**src/rtl/fp_accumulator.sv**
```systemverilog
// ----------------------------------------------------------------------------
// fp_accumulator
//
// Multi-cycle IEEE-754 single-precision accumulator. Sits behind the FP32
// multiplier and sums a programmed number of products into a running total.
// Follows the multiplier's arithmetic conventions: truncation only, and
// exponent-field-zero operands are treated as zero.
//
// Each term takes four cycles:
//   WAIT_IN -> ALIGN -> ADD -> NORM -> (WAIT_IN | DONE)
//
// Build option:
//   FP_ACC_SAT_EN  defined   : overflow saturates to +/- max finite (0x7F7FFFFF)
//                  undefined : overflow produces +/- infinity       (0x7F800000)
//   In both builds the sticky ovf flag is set on overflow.
//
// Ports:
//   s00_axi_aclk     in   clock, rising edge
//   s00_axi_aresetn  in   asynchronous active-low reset
//   start            in   begin a new accumulation (sampled in IDLE only)
//   num_terms        in   number of terms to sum, latched on start
//   in_valid         in   product available on in_data
//   in_ready         out  a term is accepted this cycle (decoded from state)
//   in_data          in   FP32 product
//   out_valid        out  out_data holds the final sum (registered)
//   out_ready        in   consumer takes the result
//   out_data         out  FP32 sum (registered)
//   busy             out  high in every state except IDLE (decoded from state)
//   ovf              out  sticky exponent overflow for the current accumulation
// ----------------------------------------------------------------------------
module fp_accumulator #(
    parameter int CNT_W = 8
) (
    input  logic             s00_axi_aclk,
    input  logic             s00_axi_aresetn,
    input  logic             start,
    input  logic [CNT_W-1:0] num_terms,
    input  logic             in_valid,
    output logic             in_ready,
    input  logic [31:0]      in_data,
    output logic             out_valid,
    input  logic             out_ready,
    output logic [31:0]      out_data,
    output logic             busy,
    output logic             ovf
);

    typedef enum logic [2:0] {
        IDLE    = 3'd0,
        WAIT_IN = 3'd1,
        ALIGN   = 3'd2,
        ADD     = 3'd3,
        NORM    = 3'd4,
        DONE    = 3'd5
    } state_e;

    // Magnitude (exponent + mantissa) substituted on exponent overflow.
`ifdef FP_ACC_SAT_EN
    localparam logic [30:0] OVF_MAG = {8'hFE, 23'h7FFFFF};
`else
    localparam logic [30:0] OVF_MAG = {8'hFF, 23'h000000};
`endif

    // ------------------------------------------------------------------
    // State and pipeline registers
    // ------------------------------------------------------------------
    state_e           state_q;
    logic [CNT_W-1:0] cnt_q;        // terms still to be accepted
    logic [31:0]      acc_q;        // running total
    logic [31:0]      term_q;       // captured incoming term

    // ALIGN -> ADD
    logic             big_sign_q;
    logic [7:0]       big_exp_q;
    logic [23:0]      big_sig_q;
    logic [23:0]      small_sig_q;  // already shifted to the larger exponent
    logic             sub_q;        // operand signs differ

    // ADD -> NORM
    logic [24:0]      sum_q;

    // Registered outputs
    logic             out_valid_q;
    logic [31:0]      out_data_q;
    logic             ovf_q;

    // ------------------------------------------------------------------
    // ALIGN stage: order operands by magnitude and shift the smaller one
    // ------------------------------------------------------------------
    logic        a_zero, b_zero;
    logic [30:0] a_mag, b_mag;
    logic [23:0] a_sig, b_sig;
    logic        a_big;
    logic        big_sign_d;
    logic [7:0]  big_exp_d;
    logic [7:0]  small_exp;
    logic [23:0] big_sig_d;
    logic [23:0] small_sig_raw;
    logic [7:0]  exp_diff;
    logic [23:0] small_sig_d;
    logic        sub_d;

    // NOTE: every combinational output gets a default at the top of the
    // block so that no path leaves it unassigned and infers a latch.
    always_comb begin
        a_zero = (acc_q[30:23] == 8'd0);
        b_zero = (term_q[30:23] == 8'd0);

        // A zero-exponent operand contributes nothing, whatever its mantissa.
        a_mag = a_zero ? 31'd0 : acc_q[30:0];
        b_mag = b_zero ? 31'd0 : term_q[30:0];
        a_sig = a_zero ? 24'd0 : {1'b1, acc_q[22:0]};
        b_sig = b_zero ? 24'd0 : {1'b1, term_q[22:0]};

        // Exponent and mantissa are contiguous, so one compare orders
        // by exponent first and mantissa second.
        a_big = (a_mag >= b_mag);

        big_sign_d    = a_big ? acc_q[31]    : term_q[31];
        big_exp_d     = a_big ? acc_q[30:23] : term_q[30:23];
        small_exp     = a_big ? term_q[30:23] : acc_q[30:23];
        big_sig_d     = a_big ? a_sig : b_sig;
        small_sig_raw = a_big ? b_sig : a_sig;

        // big_exp_d >= small_exp by construction, so no wrap.
        exp_diff    = big_exp_d - small_exp;
        small_sig_d = (exp_diff >= 8'd24) ? 24'd0 : (small_sig_raw >> exp_diff);

        sub_d = acc_q[31] ^ term_q[31];
    end

    // ------------------------------------------------------------------
    // ADD stage: 25-bit magnitude add or larger-minus-smaller subtract
    // ------------------------------------------------------------------
    logic [24:0] sum_d;

    always_comb begin
        if (sub_q) begin
            sum_d = {1'b0, big_sig_q} - {1'b0, small_sig_q};
        end else begin
            sum_d = {1'b0, big_sig_q} + {1'b0, small_sig_q};
        end
    end

    // ------------------------------------------------------------------
    // NORM stage: single-cycle priority-encoded normalisation
    // ------------------------------------------------------------------
    logic [4:0]        lzc;
    logic              lz_found;
    logic signed [9:0] exp_ext;
    logic signed [9:0] exp_norm;
    logic [22:0]       mant_norm;
    logic [31:0]       norm_res_d;
    logic              norm_ovf_d;

    always_comb begin
        // Leading-zero count over the 24-bit field below the carry bit.
        lzc      = 5'd0;
        lz_found = 1'b0;
        for (int i = 23; i >= 0; i--) begin
            if (!lz_found && sum_q[i]) begin
                lzc      = 5'(23 - i);
                lz_found = 1'b1;
            end
        end

        exp_ext = $signed({2'b00, big_exp_q});

        if (sum_q[24]) begin
            exp_norm  = exp_ext + 10'sd1;
            mant_norm = sum_q[23:1];
        end else begin
            exp_norm  = exp_ext - $signed({5'd0, lzc});
            // The leading one lands in the hidden-bit position and is
            // dropped; only the bits below it form the mantissa.
            mant_norm = sum_q[22:0] << lzc;
        end

        norm_ovf_d = 1'b0;
        norm_res_d = {big_sign_q, exp_norm[7:0], mant_norm};

        if (sum_q == 25'd0) begin
            norm_res_d = 32'd0;              // exact zero is always +0
        end else if (exp_norm <= 10'sd0) begin
            norm_res_d = 32'd0;              // underflow flushes to +0
        end else if (exp_norm >= 10'sd255) begin
            norm_ovf_d = 1'b1;
            norm_res_d = {big_sign_q, OVF_MAG};
        end
    end

    // ------------------------------------------------------------------
    // Control FSM with registered outputs
    // ------------------------------------------------------------------
    // NOTE: all state here is updated with non-blocking assignments so every
    // register samples the values present before the clock edge.
    always_ff @(posedge s00_axi_aclk or negedge s00_axi_aresetn) begin
        if (!s00_axi_aresetn) begin
            state_q     <= IDLE;
            cnt_q       <= '0;
            acc_q       <= 32'd0;
            term_q      <= 32'd0;
            big_sign_q  <= 1'b0;
            big_exp_q   <= 8'd0;
            big_sig_q   <= 24'd0;
            small_sig_q <= 24'd0;
            sub_q       <= 1'b0;
            sum_q       <= 25'd0;
            out_valid_q <= 1'b0;
            out_data_q  <= 32'd0;
            ovf_q       <= 1'b0;
        end else begin
            case (state_q)
                IDLE: begin
                    if (start) begin
                        cnt_q <= num_terms;
                        acc_q <= 32'd0;
                        ovf_q <= 1'b0;
                        if (num_terms == '0) begin
                            // Empty sum: report +0 straight away.
                            out_valid_q <= 1'b1;
                            out_data_q  <= 32'd0;
                            state_q     <= DONE;
                        end else begin
                            state_q <= WAIT_IN;
                        end
                    end
                end

                WAIT_IN: begin
                    if (in_valid) begin
                        term_q  <= in_data;
                        cnt_q   <= cnt_q - CNT_W'(1);
                        state_q <= ALIGN;
                    end
                end

                ALIGN: begin
                    big_sign_q  <= big_sign_d;
                    big_exp_q   <= big_exp_d;
                    big_sig_q   <= big_sig_d;
                    small_sig_q <= small_sig_d;
                    sub_q       <= sub_d;
                    state_q     <= ADD;
                end

                ADD: begin
                    sum_q   <= sum_d;
                    state_q <= NORM;
                end

                NORM: begin
                    // An overflowed total keeps accumulating from the
                    // substituted value; ovf stays set until the next start.
                    acc_q <= norm_res_d;
                    if (norm_ovf_d) begin
                        ovf_q <= 1'b1;
                    end
                    if (cnt_q == '0) begin
                        out_valid_q <= 1'b1;
                        out_data_q  <= norm_res_d;
                        state_q     <= DONE;
                    end else begin
                        state_q <= WAIT_IN;
                    end
                end

                DONE: begin
                    if (out_ready) begin
                        out_valid_q <= 1'b0;
                        state_q     <= IDLE;
                    end
                end

                default: begin
                    state_q <= IDLE;
                end
            endcase
        end
    end

    // ------------------------------------------------------------------
    // Outputs
    // ------------------------------------------------------------------
    assign in_ready  = (state_q == WAIT_IN);
    assign busy      = (state_q != IDLE);
    assign out_valid = out_valid_q;
    assign out_data  = out_data_q;
    assign ovf       = ovf_q;

endmodule

```
**config.mk**
```make
export PLATFORM = sky130hd
export DESIGN_NAME = fp_accumulator
export DESIGN_NICKNAME = d
export VERILOG_FILES = /design/src/rtl/fp_accumulator.sv
export SDC_FILE = /design/constraint.sdc
export NUM_CORES = 1
export LEC_CHECK = 0
export ABC_AREA = 0
export BUFFER_PORTS_ARGS = -buffer_cell sky130_fd_sc_hd__buf_2
export CAP_MARGIN = 25
export CORE_ASPECT_RATIO = 1.5
export CORE_UTILIZATION = 50
export CTS_BUF_LIST = sky130_fd_sc_hd__clkbuf_16
export DETAILED_ROUTE_END_ITERATION = 6
export PLACE_DENSITY_LB_ADDON = 0.05
export REMOVE_ABC_BUFFERS = 1
export SLEW_MARGIN = 20
export SYNTH_ARGS = -nofsm -noshare
export SYNTH_HDL_FRONTEND = slang
export SYNTH_SLANG_ARGS = --single-unit
```
**constraint.sdc**
```tcl
create_clock -name s00_axi_aclk -period 9.4 [get_ports s00_axi_aclk]
set_input_delay 0.94 -clock s00_axi_aclk [delete_from_list [all_inputs] [get_ports s00_axi_aclk]]
set_output_delay 0.94 -clock s00_axi_aclk [all_outputs]
set_load 0.02 [all_outputs]
```
; Word-level counts from Yosys, hierarchy flattened
; Cells that the tools add are included.
[totals]
output_inout_bits = 36
latch_bits = 0
romBits = 0
mem_count = 0
mem_bits_rw = 0
word_cells = 188
regBits = 192
[op_classes]
bitwise = 1
eq_ne = 11
reduce_logical = 63
mul = 0
n_addsub = 6
n_shift = 2
magnitude_cmp = 4
n_div = 0
n_mux = 88
[ops]
columns = op, n
row1 = 32-bit two-way mux, 6
row2 = 32-bit one-hot mux with 2 select lines, 2
row3 = 24-bit two-way mux, 5
row4 = 5-bit two-way mux, 22
row5 = 31-bit two-way mux, 3
row6 = 1-bit two-way mux, 34
row7 = 8-bit logical NOT, 4
row8 = 8-bit two-way mux, 4
row9 = 31-bit greater-or-equal comparator, 1
row10 = 24-bit by 24-bit adder with 25-bit output, 1
row11 = 25-bit logical NOT, 1
row12 = 25-bit two-way mux, 1
row13 = 24-bit by 24-bit subtractor with 25-bit output, 1
row14 = 24-bit by 8-bit >> shifter with 24-bit output, 1
row15 = 1-bit logical AND, 23
row16 = 1-bit logical NOT, 23
row17 = 23-bit two-way mux, 1
row18 = 23-bit by 5-bit left shift with 23-bit output, 1
row19 = 3-bit one-hot mux with 6 select lines, 1
row20 = 8-bit one-hot mux with 2 select lines, 1
row21 = 3-bit two-way mux, 5
row22 = 2-bit inequality test (second input constant), 6
row23 = 10-bit by 9-bit greater-or-equal comparator with 1-bit output (second input constant), 1
row24 = 10-bit by 1-bit <= comparator with 1-bit output (second input constant), 1
row25 = 19 further kinds, 26

; Logic depth before layout (Yosys ltp)
[logic_depth]
word_depth = 78
ltp_mapped = 29
mapped_depth_nobuf = 20

; Worst setup path before layout
; No wires, ideal clock.
[synth_path]
kind = reg-to-reg
from = register term_q[26]
to = register small_sig_q[8]
slack_ns = 3.004
stages_incl_launch_ff = 27
arrival_ns = 6.314
cell_sequence = dfrtp_1 > nor4_1 > nand2_1 > clkbuf_1 > clkbuf_1 > buf_1 > nand2_1 > ha_1 > nand4_1 > nor4_1 > a311o_1 > o31a_1 > nor3_2 > buf_4 > clkbuf_1 > clkbuf_1 > clkbuf_1 > buf_1 > nor2_1 > a21oi_1 > ha_1 > o21ba_2 > xnor2_1 > buf_2 > mux4_2 > mux2_2 > o21ai_0
[synth_via]
elab_chain_len = 7
word_cells_on_any_way = 11
classes_between = 1 x add/sub / 2 x order compare / 1 x shift / 6 x mux / 1 x reduce/logical
[synth_rtl]
columns = item, line_no
row1 = "start, declared", 70  ; logic [31:0] term_q;
row2 = "start signal, assigned", 232  ; term_q <= in_data;
row3 = 8-bit logical NOT, 107  ; b_zero = (term_q[30:23] == 8'd0);
row4 = 31-bit two-way mux, 111  ; b_mag = b_zero ? 31'd0 : term_q[30:0];
row5 = 31-bit greater-or-equal comparator, 117  ; a_big = (a_mag >= b_mag);
row6 = 8-bit two-way mux (on tied branches), "120, 121"
row7 = 8-bit subtractor, 126  ; exp_diff = big_exp_d - small_exp;
row8 = 24-bit by 8-bit >> shifter with 24-bit output or 8-bit by 5-bit greater-or-equal comparator with 1-bit output (tied branches), 127  ; small_sig_d = (exp_diff >= 8'd24) ? 24'd0 : (small_sig_raw >> exp_diff);
row9 = 24-bit two-way mux (*), 127
row10 = "end signal, assigned", 242  ; small_sig_q <= small_sig_d;
row11 = "end, declared", 76  ; logic [23:0] small_sig_q;
; Every way passes the cells marked *; elsewhere a longest branch is shown, timed or not.
; A chain may end at the register's enable or synchronous reset.

; Worst setup path in the final report
[layout_path]
from = register sum_q[23]
to = register acc_q[22]
[layout_via]
elab_chain_len = 77
word_cells_on_any_way = 103
classes_between = 1 x add/sub / 2 x order compare / 1 x shift / 52 x mux / 47 x reduce/logical
[layout_rtl]
columns = item, line_no
row1 = "start, declared", 80  ; logic [24:0] sum_q;
row2 = "start signal, assigned", 248  ; sum_q <= sum_d;
row3 = 1-bit two-way mux, 161  ; if (!lz_found && sum_q[i]) begin
row4 = 1-bit logical NOT, 161
row5 = 1-bit logical AND, 161
row6 = 1-bit two-way mux, 161
row7 = 1-bit logical NOT, 161
row8 = 1-bit logical AND, 161
row9 = 1-bit two-way mux, 161
row10 = 1-bit logical NOT, 161
row11 = [61 not listed], -
row12 = 5-bit two-way mux, 161
row13 = 8-bit by 5-bit subtractor with 9-bit output, 173  ; exp_norm = exp_ext - $signed({5'd0, lzc});
row14 = 10-bit two-way mux, 169  ; if (sum_q[24]) begin
row15 = 10-bit by 9-bit greater-or-equal comparator with 1-bit output, 186  ; end else if (exp_norm >= 10'sd255) begin
row16 = 31-bit two-way mux, 186
row17 = 32-bit two-way mux, 184  ; end else if (exp_norm <= 10'sd0) begin
row18 = 32-bit two-way mux (*), 182  ; if (sum_q == 25'd0) begin
row19 = 32-bit one-hot mux with 2 select lines (*), 213  ; case (state_q)
row20 = "end signal, assigned", 255  ; acc_q <= norm_res_d;
row21 = "end, declared", 69  ; logic [31:0] acc_q;
; Marks and branches as above.

==> metrics <==
Worst Tran Pin Value 1.04 ns; fin nets around 1900; RSZ-0062 raised after global routing no; fin. max-slew vios 0; clock transition at the registers of the reported paths roughly 0.08 ns; IO buf count 80; Placement Rows 75; DR top layer met4; H-tree depth 4; postcts setup bufs 0; Final HPWL DP 34700 µm; Final period util 0.657; setup TNS 0 ns; M1 WL 19000 µm; share of the synthesized area in the top cell type 0.337; number of synthesized register bits between 150 and 200; DR iter-0 viols 871; CTS Hold Bufs 0; Skew-Pair Late Insertion Delay 0.47 ns; RR Startpoint sum_q[23]; cell count after synthesis between 1500 and 2000; fillers approximately 2700; Die Wd 140 µm; Slew HR 0.302; Clock Sinks between 150 and 200; critical path peak fanout 13; FF/Latch Area 4800 µm²; Cell variety after synth 76; Crit Path Class flip-flop to flip-flop; synth warn 0; Critical Path RT 9.74 ns; CTS Buffer Depth 2; average cell area after synthesis 8.07 µm²; total CTS buffers 17; Multi-input gate area between 8000 and 9000 µm²; most common cell after layout, fill and taps aside nand2_1; layout overhead on the synthesized area 8.30%; layout cell share with drive strength beyond 1 0.121; post-route ant nets 0; met3 wire length ~1700 µm; I/O Pins 81; Die H 209 µm; Seq/Total Area, Yosys 0.337; worst hold slack 0.405 ns; crit path launch sum_q[23]; top_reg_cell synth dfrtp_1; largest cells by area after synthesis dfrtp_1, nand2_1, o21ai_0; synthesized cell area about 14000 µm²; Clock Skew 0.0126 ns; initial antenna violation count 0; die area 29200 µm²; core box area 28000 µm²; critical path arrival 6.52 ns; Synth async-reset ratio 1.00; WL per Instance roughly 21 µm; total congestion overflow 0; GRT Overall Usage 0.323; drt total wl 45500 µm; status finished clean; Via density 6.20; Setup WS post-layout about 3.2 ns; Hold Vio Cnt, Final 0; drt drc 0; final setup violation count 0; via count about 13000; Max Clk Rate roughly 160 MHz; Hold/Removal Path Class input pin to async pin; Critical Path End Type flip-flop; Area after DPL ~15000 µm²; largest net degree at the start of global routing 91; Final Cell Area 15400 µm²; commonest cells after routing, fill and taps aside nand2_1, dfrtp_1, o21ai_0; clock period minus final worst setup slack 6.18 ns; Critical Path Source Type flip-flop; leading area contributor after synthesis dfrtp_1; drt first pass iters 5; Starting Density 0.510; dpl ws 2.95 ns; Max Cap Viol 0; met2 wire length 22800 µm; CTS tree built; Post-synth EDFFs 0; vias in the first global route 12913; GP Congestion slightly below 1; # diodes 0; first-pass GRT wire length between 70000 and 80000 µm; post-CTS resize count 0; clk root buf clkbuf_16
## per-stage QoR
step,instances,util
floorplan,1645,-
global placement,2089,0.529
detailed placement,2089,0.529
CTS,2120,0.550
global route,2124,0.552
finish,2124,0.552
## kinds of logic after synthesis
logic type / Yosys count / share of synthesized area
AO/OA/AOI/OAI: 527 / 0.231
AND/OR/NAND/NOR: 625 / 0.199
XOR/XNOR: 59 / 0.0362
flip-flops: 192 / 0.337
adder cells (fa/ha/maj): 68 / 0.0607
multiplexers: 108 / 0.0861
buffers and inverters: 187 / 0.0505
## Yosys cell counts (37+ instances only)
| cell type | number |
|---|---|
| nand2_1 | 273 |
| nand3_1 | 47 |
| xnor2_1 | 45 |
| o31ai_1 | 37 |
| dfrtp_1 | 192 |
| a21oi_1 | 109 |
| o21ai_0 | 174 |
| inv_1 | 62 |
| clkbuf_1 | 103 |
| mux2_2 | 47 |
| ha_1 | 66 |
| nor2_1 | 134 |
| mux2i_1 | 54 |
## routing by layer
layer,GRT usage,up-vias
met5,0,-
met1,0.392,6306
li1,-,6362
met2,0.569,391
met4,0.160,0
met3,0.0316,116
## state kept, by name (all words and copies together), names as in the netlist
name and count:
acc_q 32, big_exp_q 8, big_sig_q 24, big_sign_q 1, cnt_q 8, out_data 32, out_valid 1, ovf 1
small_sig_q 24, state_q 3, sub_q 1, sum_q 25, term_q 32
## final timing paths
kind / end / slack [ns] / depth (start not counted)
min reg2reg: out_data[6] / 0.47 / 2
max in group asynchronous: acc_q[29] / 7.73 / 2
min in group s00_axi_aclk: out_data[6] / 0.47 / 2
max reg2reg: acc_q[22] / 3.22 / 22
max: acc_q[22] / 3.22 / 22
min: cnt_q[3] / 0.40 / 1
## cell type report
type,instances,area share
Multi-Input combinational cell,1387,0.568
Sequential cell,192,0.311
Timing Repair Buffer,102,0.0390
Tap cell,346,0.0280
Clock buffer,17,0.0276
Inverter,66,0.0160
Clock inverter,14,0.00989
## critical path: stages (launching register included)
cell	delay [ns]
dfrtp_1	0.49
nor4_1	0.47
nand2_1	0.18
nor3_1	0.20
nand3_1	0.23
o32ai_1	0.32
buf_4	0.23
nor2_1	0.18
inv_1	0.56
ha_1	0.28
fa_1	0.22
nor2b_1	0.06
o21ai_0	0.16
nand2b_1	0.12
a211o_1	0.34
o21ai_0	0.20
xor2_1	0.30
a31oi_1	0.21
nor2_1	0.47
nor2_1	0.27
buf_4	0.25
a32oi_1	0.20
o21ai_0	0.11
Power is not shown: default switching activity piles up to over one toggle a cycle in this logic, so the estimate is an artifact.
